<file path="config.mk">
export PLATFORM = sky130hd
export DESIGN_NAME = light_mode_controller
export DESIGN_NICKNAME = d
export VERILOG_FILES = /design/src/rtl/light_pkg.sv /design/src/rtl/button_sync_edge.sv /design/src/rtl/light_mode_controller.sv
export SDC_FILE = /design/constraint.sdc
export NUM_CORES = 1
export LEC_CHECK = 0
export BUFFER_PORTS_ARGS = -buffer_cell sky130_fd_sc_hd__buf_2
export CAP_MARGIN = 10
export CORE_MARGIN = 3
export CORE_UTILIZATION = 25
export CTS_CLUSTER_SIZE = 12
export DETAILED_ROUTE_END_ITERATION = 6
export PLACE_DENSITY_LB_ADDON = 0.08
export SYNTH_ARGS = -nofsm -noshare
export SYNTH_HDL_FRONTEND = slang
export SYNTH_SLANG_ARGS = --single-unit
export TNS_END_PERCENT = 1
</file>
<file path="constraint.sdc">
create_clock -name clk -period 4.24 [get_ports clk]
set_clock_uncertainty 0.1 [all_clocks]
set_input_delay 0.424 -clock clk [delete_from_list [all_inputs] [get_ports clk]]
set_output_delay 0.424 -clock clk [all_outputs]
set_load 0.01 [all_outputs]
</file>
<file path="src/rtl/light_pkg.sv">
// Shared types for the light mode controller: the mode code driven to the pattern engine,
// the controller state, and the on-mode rotation.
package light_pkg;

   typedef enum logic [2:0] {
      ModeOff   = 3'b000,
      ModeAll   = 3'b100,
      ModeChase = 3'b110,
      ModeAlt   = 3'b111
   } mode_e;

   typedef enum logic [1:0] {
      StOff,
      StAll,
      StChase,
      StAlt
   } ctrl_state_e;

   // ALL -> CHASE -> ALT -> ALL; OFF is never rotated into.
   function automatic ctrl_state_e next_mode(input ctrl_state_e st);
      ctrl_state_e nxt;
      case (st)
         StAll:   nxt = StChase;
         StChase: nxt = StAlt;
         StAlt:   nxt = StAll;
         default: nxt = StOff;
      endcase
      return nxt;
   endfunction

   function automatic mode_e state_to_mode(input ctrl_state_e st);
      mode_e m;
      case (st)
         StAll:   m = ModeAll;
         StChase: m = ModeChase;
         StAlt:   m = ModeAlt;
         default: m = ModeOff;
      endcase
      return m;
   endfunction

endpackage

</file>
<file path="src/rtl/button_sync_edge.sv">
// Multi-stage synchronizer for one raw asynchronous input, with a one-cycle rising-edge pulse.
module button_sync_edge #(
   parameter int unsigned SYNC_STAGES = 2
) (
   input  logic clk,
   input  logic reset_n,
   input  logic raw,
   output logic level,
   output logic rise
);

   logic [SYNC_STAGES-1:0] sync_q;
   logic                   level_prev_q;

   always_ff @(posedge clk or negedge reset_n) begin
      if (!reset_n) begin
         sync_q       <= '0;
         level_prev_q <= 1'b0;
      end else begin
         sync_q       <= {sync_q[SYNC_STAGES-2:0], raw};
         level_prev_q <= sync_q[SYNC_STAGES-1];
      end
   end

   assign level = sync_q[SYNC_STAGES-1];
   // A held input yields exactly one pulse.
   assign rise  = level & ~level_prev_q;

endmodule

</file>
<file path="src/rtl/light_mode_controller.sv">
// Front end for the 4-light pattern engine: turns buttons and the demo switch into a
// registered mode code, a prescaled step strobe and an optional demo auto-cycle.
module light_mode_controller
   import light_pkg::*;
#(
   parameter int unsigned TICK_DIV    = 12_500_000,
   parameter int unsigned DEMO_STEPS  = 16,
   parameter int unsigned SYNC_STAGES = 2
) (
   input  logic       clk,
   input  logic       reset_n,
   input  logic       btn_power,
   input  logic       btn_mode,
   input  logic       sw_demo,
   output logic [2:0] mode_code,
   output logic       step,
   output logic       demo_active
);

   localparam int unsigned PreW  = $clog2(TICK_DIV);
   localparam int unsigned DemoW = (DEMO_STEPS > 1) ? $clog2(DEMO_STEPS) : 1;
   localparam logic [PreW-1:0]  PreLast  = PreW'(TICK_DIV - 1);
   localparam logic [DemoW-1:0] DemoLast = DemoW'(DEMO_STEPS - 1);

   ctrl_state_e      state_q, state_d;
   ctrl_state_e      last_on_q, last_on_d;
   mode_e            mode_q;
   logic [PreW-1:0]  pre_q, pre_d;
   logic [DemoW-1:0] demo_cnt_q, demo_cnt_d;

   logic pwr_level, pwr_rise;
   logic mode_level, mode_rise;
   logic demo_level, demo_rise;
   logic is_on, step_raw, btn_evt, demo_adv;
   logic unused_ok;

   button_sync_edge #(.SYNC_STAGES(SYNC_STAGES)) u_sync_power (
      .clk     (clk),
      .reset_n (reset_n),
      .raw     (btn_power),
      .level   (pwr_level),
      .rise    (pwr_rise)
   );

   button_sync_edge #(.SYNC_STAGES(SYNC_STAGES)) u_sync_mode (
      .clk     (clk),
      .reset_n (reset_n),
      .raw     (btn_mode),
      .level   (mode_level),
      .rise    (mode_rise)
   );

   button_sync_edge #(.SYNC_STAGES(SYNC_STAGES)) u_sync_demo (
      .clk     (clk),
      .reset_n (reset_n),
      .raw     (sw_demo),
      .level   (demo_level),
      .rise    (demo_rise)
   );

   assign unused_ok = ^{pwr_level, mode_level, demo_rise};

   assign is_on       = (state_q != StOff);
   assign step_raw    = is_on && (pre_q == PreLast);
   assign btn_evt     = pwr_rise | (mode_rise & is_on);
   // A button-driven change suppresses the step; a demo advance keeps it as the last old step.
   assign step        = step_raw & ~btn_evt;
   assign demo_active = demo_level & is_on;
   assign demo_adv    = demo_active & step & (demo_cnt_q == DemoLast);
   assign mode_code   = mode_q;

   always_comb begin
      state_d   = state_q;
      last_on_d = last_on_q;
      if (pwr_rise) begin
         if (state_q == StOff) begin
            state_d = last_on_q;
         end else begin
            state_d   = StOff;
            last_on_d = state_q;
         end
      end else if ((mode_rise && is_on) || demo_adv) begin
         state_d = next_mode(state_q);
      end
   end

   always_comb begin
      pre_d = pre_q;
      if ((state_d != state_q) || !is_on) begin
         pre_d = '0;
      end else if (pre_q == PreLast) begin
         pre_d = '0;
      end else begin
         pre_d = pre_q + 1'b1;
      end
   end

   always_comb begin
      demo_cnt_d = demo_cnt_q;
      if (!demo_active || btn_evt || demo_adv) begin
         demo_cnt_d = '0;
      end else if (step) begin
         demo_cnt_d = demo_cnt_q + 1'b1;
      end
   end

   always_ff @(posedge clk or negedge reset_n) begin
      if (!reset_n) begin
         state_q    <= StOff;
         last_on_q  <= StAll;
         mode_q     <= ModeOff;
         pre_q      <= '0;
         demo_cnt_q <= '0;
      end else begin
         state_q    <= state_d;
         last_on_q  <= last_on_d;
         mode_q     <= state_to_mode(state_d);
         pre_q      <= pre_d;
         demo_cnt_q <= demo_cnt_d;
      end
   end

endmodule

</file>
==> impl_metrics.py, run 1 <==
metrics = {
    "placed_design": {
        "dp_hpwl_um": 2620,
        "gp_congestion": 0.7266,
        "dp_slack_ns": 1.896,
        "port-buffer-count": 9,
    },
    "synthesis": {
        "ys_seq_area_share_pct": 54.02,
        "synth-xor-area-share_pct": 9.661,
        "ys.flop_type": "dfrtp_1",
        "synthSimpleGateAreaFrac_pct": 25.66,
        "synth_compound_area_share_pct": 5.270,
        "synth-seq-cells": 43,
        "ys_async_sr_fraction_pct": 100.0,
        "synth-edff-count": 0,
        "syn_inst": 190,
        "synth_cell_types": 36,
        "synth_nets": 198,
        "yosys-top-cells-area": "dfrtp_1, xnor2_1, nor2_1",
        "syn_area_um2": 1994,
        "syn_area_per_cell_um2": 10.50,
        "synth_fa_ha_area_share_pct": 1.882,
        "synth_top_family_by_area": "simple AND/OR/NAND/NOR gates",
        "synthMuxAreaShare_pct": 1.129,
        "ys_warn_count": 0,
        "yosys.area.top_type_share_pct": 52.70,
        "yosys.area.top_type": "dfrtp_1",
    },
    "worst_setup_path": {
        "path_class": "flop to output port",
        "arrival_ns": 1.90,
        "end_kind": "output port",
        "critPathTopFamily": "simple AND/OR/NAND/NOR gates",
        "start_kind": "flop",
        "slowest_delay_ns": 0.37,
        "crit_chain": "ha_1, and4_1, nand2_1, nor4_4, buf_2",
        "cp_num_buf_inv": 1,
        "slowest_stage": "dfrtp_1",
        "cp_max_fo": 5,
        "worstPathRequired_ns": 3.72,
    },
    "floorplan": {
        "initial_core_util_pct": 26.64,
        "dieArea_um2": 9085,
        "io_pins": 10,
        "core_um2": 7486,
        "rows": 31,
        "dieHeight_um": 95.32,
        "die_w_um": 95.32,
    },
    "routing": {
        "routedWlPerCell_um": 12.14,
        "drc": 0,
        "m1WireLength_um": 1787,
        "route.met3.wl_um": 137,
        "drtIter0Drc": 31,
        "drt-vias-per-instance": 4.405,
        "dr.max_layer_used": "met4",
        "ant_nets": 0,
        "via_count": 1339,
        "drt-total-wl_um": 3690,
        "drt_first_pass_iters": 3,
        "met2_length_um": 1717,
    },
    "layout": {
        "layout_commonest_cell": "dfrtp_1",
        "multi_input_area_um2": 869.6,
        "post_route_cells_drive_above_1_share_pct": 17.07,
        "fillers": 766,
        "diodes": 0,
        "final_cell_mix": "dfrtp_1, nor2_1, nand2_1",
        "final_nets": 212,
        "areaGrowthSynthToFinish_pct": 12.61,
        "regArea_um2": 1077,
    },
    "power": {
        "seqPwrFrac_pct": 49.5,
        "p_int_mw": 0.6476,
        "switching_share_pct": 33.41,
        "p_switching_mw": 0.3250,
        "p_leak_nw": 0.9713,
        "vdd.ir_drop.worst_mv": 0.1687,
        "comb_power_share_pct": 23.4,
        "powerDensity_nw_per_um2": 433.0,
        "p_total_mw": 0.9725,
        "p_clk_share_pct": 27.1,
    },
    "clock_network": {
        "clk_path_buf_depth": 2,
        "cts_made_buffers": 5,
        "cts_resized": 0,
        "clk_pin_slew_ns": 0.09,
        "cts-root-buf": "clkbuf_8",
        "cts_tree": "yes",
        "cts_hold_buf": 0,
        "clk_latency_ns": 0.30,
        "htreeDepth": 2,
        "post-cts-setup-buffer-count": 0,
        "clock-sinks": 43,
    },
    "sta": {
        "slew_headroom_pct": 31.59,
        "period_minus_slack_ns": 2.420,
        "setup_violations": 0,
        "worst_pin_slew_ns": 1.023,
        "hold_viol_final": 0,
        "rsz0062_at_grt": "no",
        "finalCritPeriodShare_pct": 57.08,
        "max_freq_ghz": 0.4132,
        "slew_violations": 0,
        "worst_slack_ns": 1.820,
        "setup_tns_ns": 0,
    },
    "run_status": {
        "status": "completed",
    },
    "global_routing": {
        "grt_max_degree": 44,
        "gr-total-overflow": 0,
        "antenna_found_initial": 0,
        "grt_pass1_vias": 1387,
        "grt_pass1_wl_um": 6589,
        "grt_usage_pct": 9.392,
    },
    "job": {
        "cap_violations": 0,
    },
    "hold_path": {
        "min_path_type": "input pin to flop",
    },
}
-- power groups by stage --
stage | clock network, mW | logic (mW) | registers (mW)
after floorplan | 0 | 0.161 | 0.492
after global placement | 0 | 0.223 | 0.489
after detailed placement | 0 | 0.230 | 0.489
after CTS | 0.279 | 0.230 | 0.482
after global routing | 0.297 | 0.258 | 0.489
final | 0.264 | 0.227 | 0.482
-- final timing paths --
| path | from | endpoint | slack, ns | cells after the start |
|---|---|---|---|---|
| max reg2reg | pre_q[0] | pre_q[19] | 1.91 | 5 |
| max | pre_q[0] | step | 1.82 | 5 |
| min | btn_mode | u_sync_mode.sync_q[0] | 0.12 | 1 |
| min reg2reg | u_sync_power.sync_q[0] | u_sync_power.sync_q[1] | 0.25 | 0 |
| max in group asynchronous | reset_n | pre_q[5] | 3.27 | 1 |
| min in group asynchronous | reset_n | pre_q[18] | 0.17 | 1 |
-- sequential cells by signal (all words and copies together) (netlist names) --
| signal | flops |
|---|---|
| u_sync_mode.sync_q | 2 |
| u_sync_power.level_prev_q | 1 |
| mode_code | 3 |
| last_on_q | 2 |
| pre_q | 24 |
| u_sync_power.sync_q | 2 |
| u_sync_mode.level_prev_q | 1 |
| u_sync_demo.sync_q | 2 |
| demo_cnt_q | 4 |
| state_q | 2 |
-- stage by stage --
stage,utilization [%],cell area (um2),hold WS [ns],std cells
after floorplan,-,1994,0.02841,190
after global placement,28.76,2153,0.2317,296
after detailed placement,28.76,2153,0.2347,296
after CTS,30.00,2246,0.1126,304
after global routing,30.00,2246,0.1051,304
final,30.00,2246,0.1250,304
-- area by class of cell --
type,instances,area share (%)
Sequential cell,43,47.97
Multi-Input combinational cell,135,38.72
Tap cell,99,5.515
Clock buffer,5,3.064
Timing Repair Buffer,9,2.006
Inverter,10,1.671
Clock inverter,3,1.058
-- synth_stat cells (2+ instances only) --
cell type and instances:
nor3_1 4, nand2b_1 2, and3_2 4, nand4_2 2, o21ai_0 6, dfrtp_1 42
mux2_2 2, nand2_1 16, xnor2_1 14, and3_1 5, or3_1 2, a31oi_1 2
nor2b_1 3, and4_1 2, a21oi_1 3, xor2_1 8, ha_1 3, and2_1 2
nor4b_2 2, inv_1 10, nand3_1 6, nand4_1 4, nor2_1 32, buf_2 2
-- per-layer routing --
layer | track usage (%) | vias up
met5 | 0 | -
met4 | 2.885 | 0
met3 | 3.315 | 6
met2 | 14.75 | 13
met1 | 12.09 | 654
li1 | - | 666
-- cell families (layout without fill, tap and decap cells) --
logic type,after synthesis,after routing
simple gates,92,92
flops,43,43
xor+xnor,22,22
compound gates,16,16
buf+inv,12,27
fa+ha+maj,3,3
mux,2,2
(Power assumes the default switching activity.)
==> run 2: changes to the inputs <==
--- a/config.mk
+++ b/config.mk
@@ -5,6 +5,7 @@
 export SDC_FILE = /design/constraint.sdc
 export NUM_CORES = 1
 export LEC_CHECK = 0
+export ABC_AREA = 1
 export BUFFER_PORTS_ARGS = -buffer_cell sky130_fd_sc_hd__buf_2
 export CAP_MARGIN = 10
 export CORE_MARGIN = 3
==> constraint.sdc (replaced) <==
create_clock -name clk -period 2.3 [get_ports clk]
set_clock_uncertainty 0.1 [all_clocks]
set_input_delay 0.23 -clock clk [delete_from_list [all_inputs] [get_ports clk]]
set_output_delay 0.23 -clock clk [all_outputs]
set_load 0.01 [all_outputs]
==> impl_metrics.py, run 2 <==
metrics = {
    "synthesis": {
        "ys.flop_type": "dfrtp_1",
        "ys_seq_area_share_pct": 50.09,
        "ys_async_sr_fraction_pct": 100.0,
        "synth_most_common_cell": "nand2_1",
        "ys_warn_count": 0,
        "yosys.area.top_type_share_pct": 48.87,
        "synth-edff-count": 0,
        "yosys-top-cells-area": "dfrtp_1, nand2_1, nor2_2",
        "synth-seq-cells": 43,
        "syn_area_um2": 2151,
        "syn_area_per_cell_um2": 8.999,
        "syn_inst": 239,
        "synth_cell_types": 28,
        "synth_commonest_cells": "nand2_1, dfrtp_1, inv_1",
        "yosys.area.top_type": "dfrtp_1",
        "synth_nets": 247,
    },
    "layout": {
        "post_route_cells_drive_above_1_share_pct": 27.94,
        "final_cell_mix": "nand2_1, dfrtp_1, inv_1",
        "areaGrowthSynthToFinish_pct": 21.70,
        "diodes": 0,
        "final_nets": 279,
        "layout_commonest_cell": "nand2_1",
        "fillers": 871,
        "largest_reg_flops": 24,
        "largest-register": "pre_q",
        "fin_area_um2": 2618,
    },
    "global_routing": {
        "grt_max_degree": 24,
        "grt_usage_pct": 9.691,
        "antenna_found_initial": 0,
        "grt_pass1_wl_um": 7624,
        "grt_pass1_vias": 1624,
        "gr-total-overflow": 0,
    },
    "worst_setup_path": {
        "critPathTopFamily": "simple AND/OR/NAND/NOR gates",
        "slowest_stage": "dfrtp_1",
        "worstPathRequired_ns": 2.39,
        "r2r_start": "pre_q[0]",
        "reg2reg_depth": 13,
        "path_depth": 13,
        "slowest_delay_ns": 0.37,
        "cp_max_fo": 11,
        "end_kind": "flop",
        "r2r_end": "pre_q[0]",
        "start_kind": "flop",
        "crit_chain": "ha_2, nand3_2, inv_2, nand2_2, nor2_4, nand4_4, a21oi_2, nor2_2, nor2_1, nor2_4, nand2_4, buf_12, nor2_1",
        "path_class": "flop to flop",
        "arrival_ns": 2.18,
        "rrSetupSlack_ns": 0.21,
        "cp_num_buf_inv": 2,
        "endpoint": "pre_q[0]",
        "cp-startpoint": "pre_q[0]",
    },
    "floorplan": {
        "rows": 33,
        "dieArea_um2": 9753,
        "initial_core_util_pct": 25.92,
        "io_pins": 10,
        "die_w_um": 98.76,
        "dieHeight_um": 98.76,
        "core_um2": 8299,
    },
    "sta": {
        "worst_pin_slew_ns": 0.5579,
        "finalCritPeriodShare_pct": 91.03,
        "period_minus_slack_ns": 2.094,
        "worst_hold_slack_ns": 0.2543,
        "worst_slack_ns": 0.2063,
        "slew_headroom_pct": 62.81,
        "hold_viol_final": 0,
        "max_freq_ghz": 0.4776,
        "rsz0062_at_grt": "no",
        "slew_violations": 0,
        "setup_tns_ns": 0,
        "setup_violations": 0,
    },
    "placed_design": {
        "dp_slack_ns": 0.03877,
        "port-buffer-count": 9,
        "dp_hpwl_um": 3190,
        "postPlaceCellArea_um2": 2410,
        "gp_congestion": 0.7320,
    },
    "routing": {
        "drc": 0,
        "ant_nets": 0,
        "via_count": 1551,
        "drt_first_pass_iters": 4,
        "drt-total-wl_um": 4276,
        "drtIter0Drc": 35,
        "drt-vias-per-instance": 4.114,
        "routedWlPerCell_um": 11.34,
    },
    "clock_network": {
        "clk_pin_slew_ns": 0.09,
        "clk_path_buf_depth": 2,
        "clock-sinks": 43,
        "cts_tree": "yes",
        "cts-root-buf": "clkbuf_8",
        "htreeDepth": 2,
        "cts_made_buffers": 5,
        "clk_latency_ns": 0.30,
    },
    "power": {
        "vdd.ir_drop.worst_mv": 0.2455,
        "p_leak_nw": 1.173,
        "powerDensity_nw_per_um2": 770.2,
    },
    "hold_path": {
        "min_path_type": "flop to flop",
    },
    "run_status": {
        "status": "completed",
    },
    "job": {
        "cap_violations": 0,
    },
}
run 2: cell count changes after synthesis, moves of 6 or more:
cell     previous run  this run
nand2_1            16        46
nor2_2              1        21
inv_1              10        28
nor2_1             32        23
xnor2_1            14         5
nand3_1             6        13
xor2_1              8        14
run 2: logic make-up after synthesis:
kind of cell | synth area share, %
simple gates | 31.01
compound gates | 3.142
xor+xnor | 7.737
buf+inv | 6.283
fa+ha+maj | 1.745
flops | 50.09
run 2: layout make-up:
| cell class | count | area (um2) | share of cell area [%] |
|---|---|---|---|
| inverters | 30 | 112.6 | 4.302 |
| clock inverters | 2 | 12.51 | 0.4780 |
| well taps | 105 | 131.4 | 5.019 |
| flip-flops and latches | 43 | 1077 | 41.16 |
| clock buffers | 6 | 72.57 | 2.772 |
| repair buffers | 27 | 227.7 | 8.700 |
| multi-input cells | 164 | 983.4 | 37.57 |
run 2: worst min path at each step:
stage | slack (ns) | startpoint | cells after the start | end
final | 0.25 | u_sync_mode.sync_q[0] | 0 | u_sync_mode.sync_q[1]
after global routing | 0.26 | u_sync_mode.sync_q[0] | 0 | u_sync_mode.sync_q[1]
after CTS | 0.26 | u_sync_mode.sync_q[0] | 0 | u_sync_mode.sync_q[1]
after detailed placement | 0.15 | reset_n | 1 | u_sync_mode.level_prev_q
after global placement | 0.16 | reset_n | 1 | u_sync_mode.level_prev_q
after floorplan | -0.17 | reset_n | 0 | demo_cnt_q[0]
run 2: per-stage QoR:
step / cells / power (mW) / utilization (%)
6_report: 377 / 2.016 / 31.54
5_1_grt: 377 / 2.165 / 31.54
4_1_cts: 372 / 1.991 / 30.54
3_5_place_dp: 360 / 1.478 / 29.04
3_3_place_gp: 360 / 1.489 / 29.04
2_1_floorplan: 239 / 1.273 / -
run 2: report_power, final:
| part | switching, mW | internal (mW) | total, mW |
|---|---|---|---|
| Combinational | 0.376 | 0.272 | 0.648 |
| Clock | 0.280 | 0.213 | 0.493 |
| Sequential | 0.0364 | 0.838 | 0.875 |
| Total | 0.692 | 1.32 | 2.02 |
run 2: worst register-to-register path: cells and delay by family (launching register included):
| family | cells | cell delay [ns] |
|---|---|---|
| buf+inv | 2 | 0.24 |
| compound gates | 1 | 0.18 |
| flops | 1 | 0.37 |
| simple gates | 9 | 0.90 |
| fa+ha+maj | 1 | 0.20 |
run 2: layer usage:
layer	share of wire (%)	GRT usage, %	vias to the layer above
li1	-	-	818
met1	50	12.49	711
met5	0	0	-
met2	45	15.44	14
met3	2.8	2.406	8
met4	1.8	4.097	0
run 2: repair_timing:
item,4_1_cts,5_1_grt
endpoints found under the hold margin,25,0
gates resized for setup,0,14
hold buffers,4,0
setup buffers,0,5
setup endpoints to repair,0,25
